File: config.mk
export PLATFORM = sky130hd
export DESIGN_NAME = ro_adc_ctrl
export DESIGN_NICKNAME = d
export VERILOG_FILES = /design/src/rtl/ro_adc_ctrl.sv
export SDC_FILE = /design/constraint.sdc
export NUM_CORES = 1
export LEC_CHECK = 0
export CORE_ASPECT_RATIO = 1.75
export CORE_UTILIZATION = 35
export CTS_CLUSTER_DIAMETER = 150
export DETAILED_ROUTE_END_ITERATION = 8
export GPL_TIMING_DRIVEN = 0
export PLACE_DENSITY_LB_ADDON = 0.3
export SLEW_MARGIN = 20
export SYNTH_ARGS = -nofsm -noshare
export SYNTH_HDL_FRONTEND = slang
export SYNTH_SLANG_ARGS = --single-unit
File: constraint.sdc
create_clock -name clk -period 1.8 [get_ports clk]
set_clock_uncertainty 0.1 [all_clocks]
set_input_delay 0.36 -clock clk [delete_from_list [all_inputs] [get_ports clk]]
set_output_delay 0.36 -clock clk [all_outputs]
set_load 0.02 [all_outputs]
File: src/rtl/ro_adc_ctrl.sv
// Ring-oscillator ADC conversion controller: enable oscillator, settle, count synchronized
// comparator rising edges over a gate window, then hold the code on a valid/ready handshake.
module ro_adc_ctrl #(
   parameter int CNT_W      = 12,
   parameter int WIN_W      = 10,
   parameter int SETTLE_CYC = 8
) (
   input  logic             clk,
   input  logic             rst_n,
   input  logic             start,
   input  logic [WIN_W-1:0] win_len,
   input  logic             cmp_in,
   output logic             ro_en,
   output logic             busy,
   output logic [CNT_W-1:0] result,
   output logic             valid,
   input  logic             ready,
   output logic             ovf
);

   localparam int SET_W = $clog2(SETTLE_CYC + 1);

   typedef enum logic [1:0] {
      IDLE    = 2'd0,
      SETTLE  = 2'd1,
      MEASURE = 2'd2,
      DONE    = 2'd3
   } state_t;

   state_t             state_q,   state_d;
   logic [2:0]         sync_q,    sync_d;
   logic [WIN_W-1:0]   win_q,     win_d;
   logic [WIN_W-1:0]   win_cnt_q, win_cnt_d;
   logic [SET_W-1:0]   set_cnt_q, set_cnt_d;
   logic [CNT_W-1:0]   cnt_q,     cnt_d;
   logic [CNT_W-1:0]   result_q,  result_d;
   logic               ovf_q,     ovf_d;
   logic               valid_q,   valid_d;
   logic               ro_en_q,   ro_en_d;
   logic               busy_q,    busy_d;
   logic               rise_pls;

   // sync_q[1:0] is the two-flop synchronizer; sync_q[2] is the edge-detect history flop.
   assign rise_pls = sync_q[1] & ~sync_q[2];

   always_comb begin
      state_d   = state_q;
      sync_d    = {sync_q[1:0], cmp_in};
      win_d     = win_q;
      win_cnt_d = win_cnt_q;
      set_cnt_d = set_cnt_q;
      cnt_d     = cnt_q;
      result_d  = result_q;
      ovf_d     = ovf_q;
      valid_d   = valid_q;
      ro_en_d   = ro_en_q;
      busy_d    = busy_q;

      case (state_q)
         IDLE: begin
            if (start) begin
               state_d   = SETTLE;
               win_d     = win_len;
               cnt_d     = '0;
               ovf_d     = 1'b0;
               ro_en_d   = 1'b1;
               busy_d    = 1'b1;
               set_cnt_d = SET_W'(SETTLE_CYC - 1);
            end
         end
         SETTLE: begin
            if (set_cnt_q == '0) begin
               win_cnt_d = win_q;
               state_d   = (win_q == '0) ? DONE : MEASURE;
            end else begin
               set_cnt_d = set_cnt_q - SET_W'(1);
            end
         end
         MEASURE: begin
            if (rise_pls) begin
               if (cnt_q == {CNT_W{1'b1}}) begin
                  ovf_d = 1'b1;
               end else begin
                  cnt_d = cnt_q + CNT_W'(1);
               end
            end
            if (win_cnt_q == WIN_W'(1)) begin
               state_d = DONE;
            end else begin
               win_cnt_d = win_cnt_q - WIN_W'(1);
            end
         end
         DONE: begin
            // First DONE cycle publishes the final count; afterwards wait for the consumer.
            if (!valid_q) begin
               valid_d  = 1'b1;
               ro_en_d  = 1'b0;
               result_d = cnt_q;
            end else if (ready) begin
               valid_d = 1'b0;
               busy_d  = 1'b0;
               state_d = IDLE;
            end
         end
         default: begin
            state_d = IDLE;
         end
      endcase
   end

   always_ff @(posedge clk or negedge rst_n) begin
      if (!rst_n) begin
         state_q   <= IDLE;
         sync_q    <= '0;
         win_q     <= '0;
         win_cnt_q <= '0;
         set_cnt_q <= '0;
         cnt_q     <= '0;
         result_q  <= '0;
         ovf_q     <= 1'b0;
         valid_q   <= 1'b0;
         ro_en_q   <= 1'b0;
         busy_q    <= 1'b0;
      end else begin
         state_q   <= state_d;
         sync_q    <= sync_d;
         win_q     <= win_d;
         win_cnt_q <= win_cnt_d;
         set_cnt_q <= set_cnt_d;
         cnt_q     <= cnt_d;
         result_q  <= result_d;
         ovf_q     <= ovf_d;
         valid_q   <= valid_d;
         ro_en_q   <= ro_en_d;
         busy_q    <= busy_d;
      end
   end

   assign ro_en  = ro_en_q;
   assign busy   = busy_q;
   assign result = result_q;
   assign valid  = valid_q;
   assign ovf    = ovf_q;

endmodule
==> flow_summary.yaml <==
sta:
  timing.hold.ws_ns: 0.258
  finalCriticalPeriod_ns: 1.98
  hold_viol: 0
  timing_max_transition_violations_final: 0
  final_worst_setup_slack_ns: -0.184
  rsz0062_at_grt: "yes"
  worstMarginPinSlew_ns: 0.457
  max_freq_mhz: 504
  timing.max_slew.rel_slack: 0.694
  report.final.setup_viol: 18
  min_period_over_period: 1.10
  timing.setup.tns_ns: -2.40
placed_design:
  post-dp-hpwl_mm: 5.04
  placement.io_buffers: 30
  gp_congestion: 0.852
  dpl_worst_slack_ns: -0.713
  dp.cells: 429
synth:
  post_synth_num_cell_types: 48
  synth_simple_gate_area_frac: 0.185
  fraction_of_synthesized_area_in_multiplexers: 0.100
  synth.yosys.seq_area_share: 0.477
  synthesis.nets: 307
  adder_cell_share_of_the_synthesized_area: 0.0377
  syn_area_um2: 2990
  synth_seq_cells: 57
  synth_area_per_cell_um2: 10.6
  ys_dominant_reg_cell: "sky130_fd_sc_hd__dfrtp_1"
  synth-compound-area-share: 0.158
  async_flop_share: 1.00
  synth_top_family_by_area: "simple AND/OR/NAND/NOR gates"
  post_synthesis_share_of_cell_area_spent_on_xor_and_xnor_gates: 0
  post_synth_inst_count: 283
  synth-edff-count: 0
  yosys_warnings: 0
grt:
  first_global_vias: 2596
  grt_util_all_layers: 0.183
  grt_start_max_net_pins: 33
  grt.overflow.total: 0
  global_route_wire_length_before_repair_mm: 12.5
  antenna_found_initial: 0
layout:
  fin_cells: 465
  area_growth_syn_to_layout_pct: 43.7
  final_layout_size_suffix_gt1_frac: 0.377
  number_of_nets_in_the_layout: 369
  diodes: 0
  num-fill-cells: 731
floorplan:
  placeableCoreArea_um2: 8310
  floorplan.initialDensity: 0.360
  die_boundary_width_um: 71.9
  ios: 31
  dieArea_um2: 8930
  floorplan.die.height_um: 124
  rows: 44
pwr:
  irDropWorstVdd_mv: 0.619
  pwr_density_cell_nw_per_um2: 1610
  power_mw: 6.92
  p_leak_nw: 1.76
clock_network:
  clkSlewWorstSetupHoldPaths_ns: 0.05
  cts_buffer_depth: 2
  tritoncts_clock_tree: "yes"
  cts.htree.levels: 3
  clk_latency_ns: 0.33
  clk_root_buffer_cell: "sky130_fd_sc_hd__clkbuf_16"
  tritoncts.num_buffers: 9
  cts.sinks: 57
drt:
  total_via_count_in_the_routed_design: 2488
  first_pass_iters: 4
  post_drt_wl_per_cell_um: 16.5
  detail-route-antenna-nets: 0
  vias_per_cell: 5.35
  dr.first_iter.drc_count: 125
  drc: 0
  routed_wl_mm: 7.69
min_path:
  hold_path_class: "reg -> reg"
worst_setup_path:
  timing.critical_path.from_type: "flip-flop"
  critical_path.slowest_cell: "sky130_fd_sc_hd__dfrtp_2"
  timing.critical_path.to_type: "flip-flop"
  crit_fanout: 6
  criticalPathCategory: "reg -> reg"
  timing.critical_path.cells: "inv_4 -> ha_4 -> or2_2 -> o211ai_1 -> buf_4 -> buf_4 -> nor4_4 -> mux2i_1"
  timing.critical_path.mode_cell: "sky130_fd_sc_hd__buf_4"
  critical-path-max-stage-delay_ns: 0.44
  worst-endpoint-required_ns: 1.95
  cp_data_arrival_time_ns: 2.14
  worst_reg2reg_setup_slack_ns: -0.18
run_status:
  outcome: "finished, violations left"
  violated_checks: "setup timing"
run:
  timing.max_cap.violations: 0
placed cells by master (no fill, tap or decap), types with 8 or more instances in the layout:
master / instances
sky130_fd_sc_hd__buf_4: 20
sky130_fd_sc_hd__dfrtp_1: 56
sky130_fd_sc_hd__buf_6: 8
sky130_fd_sc_hd__nand2_1: 12
sky130_fd_sc_hd__o21ai_0: 14
sky130_fd_sc_hd__clkdlybuf4s50_1: 25
sky130_fd_sc_hd__nand2b_1: 11
sky130_fd_sc_hd__nand3_1: 10
sky130_fd_sc_hd__clkbuf_16: 9
sky130_fd_sc_hd__mux2_2: 23
flip-flops by register name, summed over array words and instances (netlist names):
| signal | flops |
|---|---|
| result | 12 |
| win_cnt_q | 10 |
| valid | 1 |
| state_q | 2 |
| sync_q | 3 |
| ovf | 1 |
| cnt_q | 12 |
| ro_en | 1 |
| set_cnt_q | 4 |
| win_q | 10 |
| busy | 1 |
path summary, 6_finish.rpt:
check                                       startpoint                endpoint  depth (start not counted)
worst max-delay path            state_q[1]$_DFFE_PN0P_   cnt_q[11]$_DFFE_PN0P_                          8
worst min-delay path               sync_q[0]$_DFF_PN0_     sync_q[1]$_DFF_PN0_                          0
worst max register to register  state_q[1]$_DFFE_PN0P_   cnt_q[11]$_DFFE_PN0P_                          8
worst min register to register     sync_q[0]$_DFF_PN0_     sync_q[1]$_DFF_PN0_                          0
max in group asynchronous                        rst_n  state_q[1]$_DFFE_PN0P_                          3
min in group asynchronous                        rst_n    cnt_q[4]$_DFFE_PN0P_                          2
metal layers:
layer,global-route usage,vias to the layer above,share of wire
met5,0,-,0
met4,0.106,0,0.036
met3,0.0469,22,0.038
met2,0.322,69,0.56
met1,0.190,1211,0.36
li1,-,1186,-
critical path, delay by kind of cell, from the launching register on:
kind | cells | cell delay (ns)
compound gates | 1 | 0.16
fa+ha+maj | 1 | 0.18
buf+inv | 3 | 0.46
flops | 1 | 0.44
mux | 1 | 0.22
simple gates | 2 | 0.34
power by group:
| part | switching (mW) | internal (mW) | total, mW |
|---|---|---|---|
| Sequential | 0.369 | 1.64 | 2.01 |
| Clock | 0.570 | 1.08 | 1.65 |
| Combinational | 1.66 | 1.60 | 3.26 |
cell type report:
cell class	count	area (um^2)	area share
timing repair buffer	54	512	0.119
clock buffer	15	288	0.0670
sequential	57	1430	0.332
tap	115	144	0.0335
inverter	13	51.3	0.0119
buffer	13	114	0.0265
multi-input combinational	197	1750	0.408
clock inverter	1	7.51	0.00175
cell families (layout without fill, tap and decap cells):
group           after synthesis  after routing
compound gates               69             69
fa+ha+maj                     9              9
buf+inv                      30             96
flops                        57             57
mux                          27             27
simple gates                 91             92
through the flow:
step	instance area (um^2)	utilization
floorplan	3060	-
global placement	3500	0.421
detailed placement	3520	0.424
CTS	4040	0.486
global route	4290	0.517
finish	4290	0.517
synthesized netlist by cell type (all sizes together) (3+ instances only):
| cell | count | area share |
|---|---|---|
| a21oi | 13 | 0.022 |
| a31oi | 6 | 0.013 |
| and2 | 6 | 0.013 |
| and3 | 3 | 0.0063 |
| and4 | 4 | 0.014 |
| buf | 8 | 0.015 |
| clkbuf | 9 | 0.011 |
| dfrtp | 57 | 0.48 |
| ha | 9 | 0.038 |
| inv | 13 | 0.016 |
| mux2 | 23 | 0.087 |
| mux2i | 4 | 0.013 |
| nand2 | 13 | 0.016 |
| nand2b | 13 | 0.028 |
| nand3 | 10 | 0.017 |
| nand4 | 7 | 0.015 |
| nor2 | 6 | 0.0075 |
| nor3 | 5 | 0.0084 |
| nor4 | 3 | 0.0063 |
| nor4b | 4 | 0.012 |
| o211a | 4 | 0.013 |
| o211ai | 3 | 0.0075 |
| o21ai | 17 | 0.028 |
| o31ai | 7 | 0.018 |
| o32a | 5 | 0.017 |
| or3 | 3 | 0.0063 |
| or4 | 7 | 0.018 |
what timing repair did:
| item | 4_1_cts | 5_1_grt |
|---|---|---|
| setup endpoints to repair | 42 | 39 |
| endpoints found under the hold margin | 25 | 0 |
| pin swaps | 13 | 9 |
| gates cloned | 3 | 1 |
| gates resized for setup | 41 | 48 |
| hold buffers | 1 | 0 |
| setup buffers | 15 | 4 |
Power figures use the tool's default switching activity.
